[src/rtl/uart_pkg.sv]
// Shared UART definitions: receiver state encoding and serial frame bit values.
// Imported by the receiver and by anything that needs the frame convention.
package uart_pkg;

  typedef enum logic [2:0] {
    ST_IDLE   = 3'd0,
    ST_START  = 3'd1,
    ST_DATA   = 3'd2,
    ST_PARITY = 3'd3,
    ST_STOP   = 3'd4
  } rx_state_t;

  localparam logic START_BIT   = 1'b0;
  localparam logic STOP_BIT    = 1'b1;
  // Even parity: the parity bit makes the total count of ones (data + parity) even.
  localparam logic PARITY_EVEN = 1'b1;

endpackage

[src/rtl/uart_rx_if.sv]
// Receiver-side signal bundle: the serial input line plus the parallel byte and status.
// The receiver uses the slave view; whoever drives the line and consumes bytes uses master.
interface uart_rx_if #(
  parameter int DATA_BITS = 8
);

  logic                 RXdataIn;
  logic [DATA_BITS-1:0] dataOut;
  logic                 RXdone;
  logic                 parityError;
  logic                 framingError;
  logic                 RXbusy;

  modport slave (
    input  RXdataIn,
    output dataOut,
    output RXdone,
    output parityError,
    output framingError,
    output RXbusy
  );

  modport master (
    output RXdataIn,
    input  dataOut,
    input  RXdone,
    input  parityError,
    input  framingError,
    input  RXbusy
  );

endinterface

[src/rtl/rx_bit_timer.sv]
// Oversampling tick counter for the receiver: counts up every clk2 unless cleared,
// and flags the mid-bit (half period) and end-of-bit (full period) positions.
module rx_bit_timer #(
  parameter int OVERSAMPLE = 8,
  parameter int TICK_W     = $clog2(OVERSAMPLE)
) (
  input  logic clk2,
  input  logic reset,
  input  logic i_clr,
  output logic o_half_tick,
  output logic o_full_tick
);

  localparam logic [TICK_W-1:0] HALF_VAL = TICK_W'(OVERSAMPLE / 2 - 1);
  localparam logic [TICK_W-1:0] FULL_VAL = TICK_W'(OVERSAMPLE - 1);

  logic [TICK_W-1:0] r_tick;

  // The owner always clears at or before FULL_VAL, so the counter never wraps on its own.
  always_ff @(posedge clk2 or negedge reset) begin
    if (!reset) begin
      r_tick <= '0;
    end else if (i_clr) begin
      r_tick <= '0;
    end else begin
      r_tick <= r_tick + 1'b1;
    end
  end

  assign o_half_tick = (r_tick == HALF_VAL);
  assign o_full_tick = (r_tick == FULL_VAL);

endmodule

[src/rtl/uart_rx.sv]
// UART receiver: 2-flop synchronized line, start/data/parity/stop FSM sampling mid-bit,
// parallel byte and sticky-until-next-frame parity/framing flags with a one-cycle done pulse.
module uart_rx
  import uart_pkg::*;
#(
  parameter int OVERSAMPLE = 8,
  parameter int DATA_BITS  = 8
) (
  input  logic     clk2,
  input  logic     reset,
  uart_rx_if.slave rx_bus
);

  localparam int BIDX_W = $clog2(DATA_BITS + 1);
  localparam logic [BIDX_W-1:0] LAST_BIT = BIDX_W'(DATA_BITS - 1);

  logic                 r_sync1;
  logic                 r_sync2;
  logic                 w_rxs;

  rx_state_t            r_state;
  rx_state_t            w_state_next;
  logic [BIDX_W-1:0]    r_bit_idx;
  logic [BIDX_W-1:0]    w_bit_idx_next;
  logic [DATA_BITS-1:0] r_shreg;
  logic [DATA_BITS-1:0] w_shreg_next;
  logic                 r_pbit;
  logic                 w_pbit_next;

  logic                 w_tick_clr;
  logic                 w_half_tick;
  logic                 w_full_tick;
  logic                 w_frame_end;

  logic [DATA_BITS-1:0] r_data;
  logic                 r_done;
  logic                 r_perr;
  logic                 r_ferr;
  logic                 r_busy;

  // Synchronizer resets to the idle line level so reset never looks like a start edge.
  always_ff @(posedge clk2 or negedge reset) begin
    if (!reset) begin
      r_sync1 <= 1'b1;
      r_sync2 <= 1'b1;
    end else begin
      r_sync1 <= rx_bus.RXdataIn;
      r_sync2 <= r_sync1;
    end
  end

  assign w_rxs = r_sync2;

  rx_bit_timer #(
    .OVERSAMPLE (OVERSAMPLE)
  ) u_timer (
    .clk2        (clk2),
    .reset       (reset),
    .i_clr       (w_tick_clr),
    .o_half_tick (w_half_tick),
    .o_full_tick (w_full_tick)
  );

  // In IDLE the counter is held at 0; the detection cycle itself counts as tick 0 of START.
  always_comb begin
    w_state_next   = r_state;
    w_bit_idx_next = r_bit_idx;
    w_shreg_next   = r_shreg;
    w_pbit_next    = r_pbit;
    w_tick_clr     = 1'b0;
    w_frame_end    = 1'b0;

    case (r_state)
      ST_IDLE: begin
        if (w_rxs == START_BIT) begin
          w_state_next = ST_START;
        end else begin
          w_tick_clr = 1'b1;
        end
      end

      ST_START: begin
        if (w_half_tick) begin
          w_tick_clr = 1'b1;
          if (w_rxs == START_BIT) begin
            w_state_next   = ST_DATA;
            w_bit_idx_next = '0;
          end else begin
            w_state_next = ST_IDLE;
          end
        end
      end

      ST_DATA: begin
        if (w_full_tick) begin
          w_tick_clr     = 1'b1;
          w_shreg_next   = {w_rxs, r_shreg[DATA_BITS-1:1]};
          w_bit_idx_next = r_bit_idx + 1'b1;
          if (r_bit_idx == LAST_BIT) begin
            w_state_next = ST_PARITY;
          end
        end
      end

      ST_PARITY: begin
        if (w_full_tick) begin
          w_tick_clr   = 1'b1;
          w_pbit_next  = w_rxs;
          w_state_next = ST_STOP;
        end
      end

      ST_STOP: begin
        if (w_full_tick) begin
          w_tick_clr   = 1'b1;
          w_frame_end  = 1'b1;
          w_state_next = ST_IDLE;
        end
      end

      default: begin
        w_tick_clr   = 1'b1;
        w_state_next = ST_IDLE;
      end
    endcase
  end

  always_ff @(posedge clk2 or negedge reset) begin
    if (!reset) begin
      r_state   <= ST_IDLE;
      r_bit_idx <= '0;
      r_shreg   <= '0;
      r_pbit    <= 1'b0;
    end else begin
      r_state   <= w_state_next;
      r_bit_idx <= w_bit_idx_next;
      r_shreg   <= w_shreg_next;
      r_pbit    <= w_pbit_next;
    end
  end

  // Results are captured on the stop-bit sample; busy tracks the next state so it matches r_state.
  always_ff @(posedge clk2 or negedge reset) begin
    if (!reset) begin
      r_data <= '0;
      r_done <= 1'b0;
      r_perr <= 1'b0;
      r_ferr <= 1'b0;
      r_busy <= 1'b0;
    end else begin
      r_done <= w_frame_end;
      r_busy <= (w_state_next != ST_IDLE);
      if (w_frame_end) begin
        r_data <= r_shreg;
        r_perr <= r_pbit ^ (^r_shreg) ^ ~PARITY_EVEN;
        r_ferr <= (w_rxs != STOP_BIT);
      end
    end
  end

  assign rx_bus.dataOut      = r_data;
  assign rx_bus.RXdone       = r_done;
  assign rx_bus.parityError  = r_perr;
  assign rx_bus.framingError = r_ferr;
  assign rx_bus.RXbusy       = r_busy;

endmodule
[src/flat_wrapper.sv]
// flat-port wrapper written by rule: the top's interface ports become plain ports
module uart_rx_flat import uart_pkg::*;
#(
  parameter int OVERSAMPLE = 8,
  parameter int DATA_BITS  = 8
)
  (clk2, reset, rx_bus_RXdataIn, rx_bus_dataOut, rx_bus_RXdone, rx_bus_parityError, rx_bus_framingError, rx_bus_RXbusy);
  uart_rx_if #(.DATA_BITS(DATA_BITS)) rx_bus_i ();
  input  logic clk2;
  input  logic reset;
  input wire logic [$bits(rx_bus_i.RXdataIn)-1:0] rx_bus_RXdataIn;
  output wire logic [$bits(rx_bus_i.dataOut)-1:0] rx_bus_dataOut;
  output wire logic [$bits(rx_bus_i.RXdone)-1:0] rx_bus_RXdone;
  output wire logic [$bits(rx_bus_i.parityError)-1:0] rx_bus_parityError;
  output wire logic [$bits(rx_bus_i.framingError)-1:0] rx_bus_framingError;
  output wire logic [$bits(rx_bus_i.RXbusy)-1:0] rx_bus_RXbusy;
  assign rx_bus_i.RXdataIn = rx_bus_RXdataIn;
  assign rx_bus_dataOut = rx_bus_i.dataOut;
  assign rx_bus_RXdone = rx_bus_i.RXdone;
  assign rx_bus_parityError = rx_bus_i.parityError;
  assign rx_bus_framingError = rx_bus_i.framingError;
  assign rx_bus_RXbusy = rx_bus_i.RXbusy;
  uart_rx #(.OVERSAMPLE(OVERSAMPLE), .DATA_BITS(DATA_BITS)) u_core (.clk2(clk2), .reset(reset), .rx_bus(rx_bus_i));
endmodule
[config.mk]
export PLATFORM = sky130hd
export DESIGN_NAME = uart_rx_flat
export DESIGN_NICKNAME = d
export VERILOG_FILES = /design/src/rtl/uart_pkg.sv /design/src/rtl/uart_rx_if.sv /design/src/rtl/rx_bit_timer.sv /design/src/rtl/uart_rx.sv /design/src/flat_wrapper.sv
export SDC_FILE = /design/constraint.sdc
export NUM_CORES = 1
export LEC_CHECK = 0
export CAP_MARGIN = 10
export CORE_UTILIZATION = 50
export CTS_CLUSTER_SIZE = 40
export DETAILED_ROUTE_END_ITERATION = 10
export PLACE_DENSITY = 0.81
export SLEW_MARGIN = 20
export SYNTH_ARGS = -nofsm -noshare
export SYNTH_HDL_FRONTEND = slang
export SYNTH_SLANG_ARGS = --single-unit
[constraint.sdc]
create_clock -name clk2 -period 2.1 [get_ports clk2]
set_input_delay 0.42 -clock clk2 [delete_from_list [all_inputs] [get_ports clk2]]
set_output_delay 0.42 -clock clk2 [all_outputs]
set_load 0.1 [all_outputs]
==> impl_metrics.py <==
metrics = {
    "final_layout": {
        "nFillCells": 223,
        "final_cell_mix": "dfrtp_1 (31), mux2_1 (17), buf_4 (14)",
        "num_antenna_cells": 0,
        "nets": 142,
        "utilization_pct": 61.6,
        "syn2layout_area_growth_pct": 13.9,
        "drive_gt1_share_pct": 23.1,
        "final_common_cell": "dfrtp_1",
    },
    "worst_hold_path": {
        "min_delay_path_depth": 0,
        "hold_class": "flop to flop",
        "hold_end": "u_core.r_sync2",
        "hold_start": "u_core.r_sync1",
    },
    "routing": {
        "dr.pass1.iters": 4,
        "antenna_left": 0,
        "vias": 904,
        "drt-initial-drc-count": 12,
        "drt-total-wl_um": 2460,
        "detail_route.wl_per_cell_um": 14.9,
        "drc": 0,
        "viasPerCell": 5.48,
    },
    "cts": {
        "cts_tree": "yes",
        "cts_setup_buffers": 0,
        "root_buffer": "clkbuf_4",
        "cts_sinks": 33,
        "clock_latency_ns": 0.34,
        "hold_buffers": 0,
        "cts_max_level": 2,
        "ctsResizeCount": 0,
        "clk_pin_slew_ns": 0.10,
        "cts_buffers": 5,
        "cts_buffer_depth": 2,
    },
    "sta": {
        "finClkSkew_ns": 0.0101,
        "finalHoldViolations": 0,
        "fmax_mhz": 540,
        "setup_viol": 0,
        "worst_pin_slew_ns": 0.433,
        "relSlewSlack_pct": 70.9,
        "min_period_ns": 1.85,
        "rsz0062_at_grt": "false",
        "setup_ws_ns": 0.247,
        "fin_crit_sh_pct": 88.2,
        "finalMaxSlewViolations": 0,
        "tns_ns": 0,
    },
    "critical_path": {
        "r2r_cells": 5,
        "r2r_setup_slack_ns": 0.25,
        "cp_max_fo": 9,
        "worstSetupPathType": "flop to flop",
        "r2r-end": "u_core.rx_bus.dataOut[6]",
        "arrival_ns": 2.08,
        "worst_setup_path_start_kind": "flop",
        "worstSetupEndpointType": "flop",
        "worstPathRequired_ns": 2.32,
        "r2r-start": "u_core.u_timer.r_tick[0]",
    },
    "die": {
        "die_h_um": 57.3,
        "row_count": 19,
        "dieArea_um2": 3280,
        "fp.dieW_um": 57.3,
        "io_pins": 15,
        "core_um2": 2830,
        "start_util_pct": 54.0,
    },
    "placement": {
        "place_hpwl_um": 1780,
        "gp_congestion": 0.702,
        "pre_cts_ws_ns": 0.226,
        "port_buffers": 14,
    },
    "yosys": {
        "netlist_top_cells_area": "dfrtp_1 (51%), mux2_1 (13%), ha_1 (4.9%)",
        "ys_warn_count": 0,
        "ys_types": 33,
        "avgSynthCellArea_um2": 13.3,
        "synthesis.nets": 124,
        "syn_inst": 115,
        "syn-cell-area_um2": 1530,
        "synth_top_area_share_pct": 50.7,
        "yosysTopAreaCell": "dfrtp_1",
        "ys_ff_latch": 33,
        "synth-seq-area-share_pct": 54.2,
    },
    "grt": {
        "top_usage_layer": "met2",
        "grt_use_met3_pct": 4.76,
        "globalRouteTotalUtil_pct": 18.6,
        "met1_usage_pct": 23.8,
        "grt_pass1_wl_um": 4350,
        "grt_max_degree": 34,
        "grt_overflow": 0,
        "met2_usage_pct": 28.9,
        "grt_pass1_vias": 952,
        "antenna_found_initial": 0,
    },
    "run_status": {
        "status": "complete, no violations",
    },
    "pwr": {
        "p_per_area_nw_per_um2": 997,
        "total_power_mw": 1.74,
        "leakagePower_nw": 0.862,
        "ir_drop_v": 0.000627,
    },
    "flow_run": {
        "cap_violations": 0,
    },
}
[how the worst max path moves through the flow]
stage / end / slack [ns] / start / cells past startpoint
2_1_floorplan: u_core.rx_bus.RXbusy / 0.46 / u_core.u_timer.r_tick[0] / 6
3_3_place_gp: u_core.rx_bus.parityError / 0.33 / u_core.u_timer.r_tick[0] / 5
3_5_place_dp: u_core.rx_bus.dataOut[2] / 0.23 / u_core.u_timer.r_tick[0] / 5
4_1_cts: u_core.rx_bus.dataOut[2] / 0.22 / u_core.u_timer.r_tick[0] / 5
5_1_grt: u_core.rx_bus.dataOut[6] / 0.09 / u_core.u_timer.r_tick[0] / 5
6_report: u_core.rx_bus.dataOut[6] / 0.25 / u_core.u_timer.r_tick[0] / 5
[sequential cells by signal, summed over array words and instances (netlist names)]
signal / count
u_core.rx_bus.framingError: 1
u_core.r_bit_idx: 4
u_core.r_pbit: 1
u_core.u_timer.r_tick: 3
u_core.rx_bus.RXbusy: 1
u_core.r_sync1: 1
u_core.r_state: 3
u_core.rx_bus.dataOut: 8
u_core.r_sync2: 1
u_core.rx_bus.parityError: 1
u_core.rx_bus.RXdone: 1
u_core.r_shreg: 8
[where the power goes]
group / switching, mW / internal [mW]
logic: 0.221 / 0.191
registers: 0.105 / 0.716
clock network: 0.219 / 0.284
[kinds of logic after synthesis]
group                    Yosys count  share of synthesized area [%]
multiplexers                      22                           16.0
XOR/XNOR                           8                           5.48
flip-flops                        33                           54.2
buffers and inverters             10                           3.60
adder cells (fa/ha/maj)            6                           4.91
AO/OA/AOI/OAI                     12                           6.47
AND/OR/NAND/NOR                   24                           9.41
[layout make-up]
class	count	area (um^2)	area share, %
inverter	5	18.8	1.08
timing repair buffer	16	125	7.18
clock buffer	7	55.1	3.16
tap	31	38.8	2.23
sequential	33	828	47.6
clock inverter	1	30.0	1.72
multi-input combinational	72	646	37.1
[per-stage QoR]
stage / std cells / hold WS (ns) / instance area [um^2]
after global routing: 165 / 0.364 / 1740
after floorplan: 115 / 0.124 / 1530
after detailed placement: 157 / 0.349 / 1660
final: 165 / 0.362 / 1740
after global placement: 157 / 0.347 / 1660
after CTS: 165 / 0.364 / 1740
[Yosys cell counts, drive strengths merged]
library cell / count
and2: 1
xor2: 1
nor3b: 2
nand3b: 1
o31ai: 1
buf: 5
a32oi: 1
nand2: 3
mux2: 19
xnor2: 6
nor2b: 2
inv: 5
a2bb2oi: 2
xnor3: 1
o21ai: 4
or3: 1
nor2: 7
nand4bb: 1
mux2i: 3
dfstp: 2
nand4: 2
ha: 6
o2bb2ai: 2
nand3: 2
a211oi: 1
dfrtp: 31
a21oi: 1
nand2b: 2
[routing by layer]
| metal | up-vias | wire length, um |
|---|---|---|
| li1 | 433 | - |
| met1 | 451 | 1130 |
| met2 | 15 | 1200 |
| met3 | 5 | 78 |
| met4 | 0 | 56 |
| met5 | - | 0 |
[worst max-delay path: stages (launching register included)]
cell	delay [ns]
dfrtp_1	0.37
ha_1	0.23
ha_1	0.28
nor3b_2	0.29
buf_4	0.23
mux2_1	0.34
No activity file was read; power rests on OpenSTA's default activity.
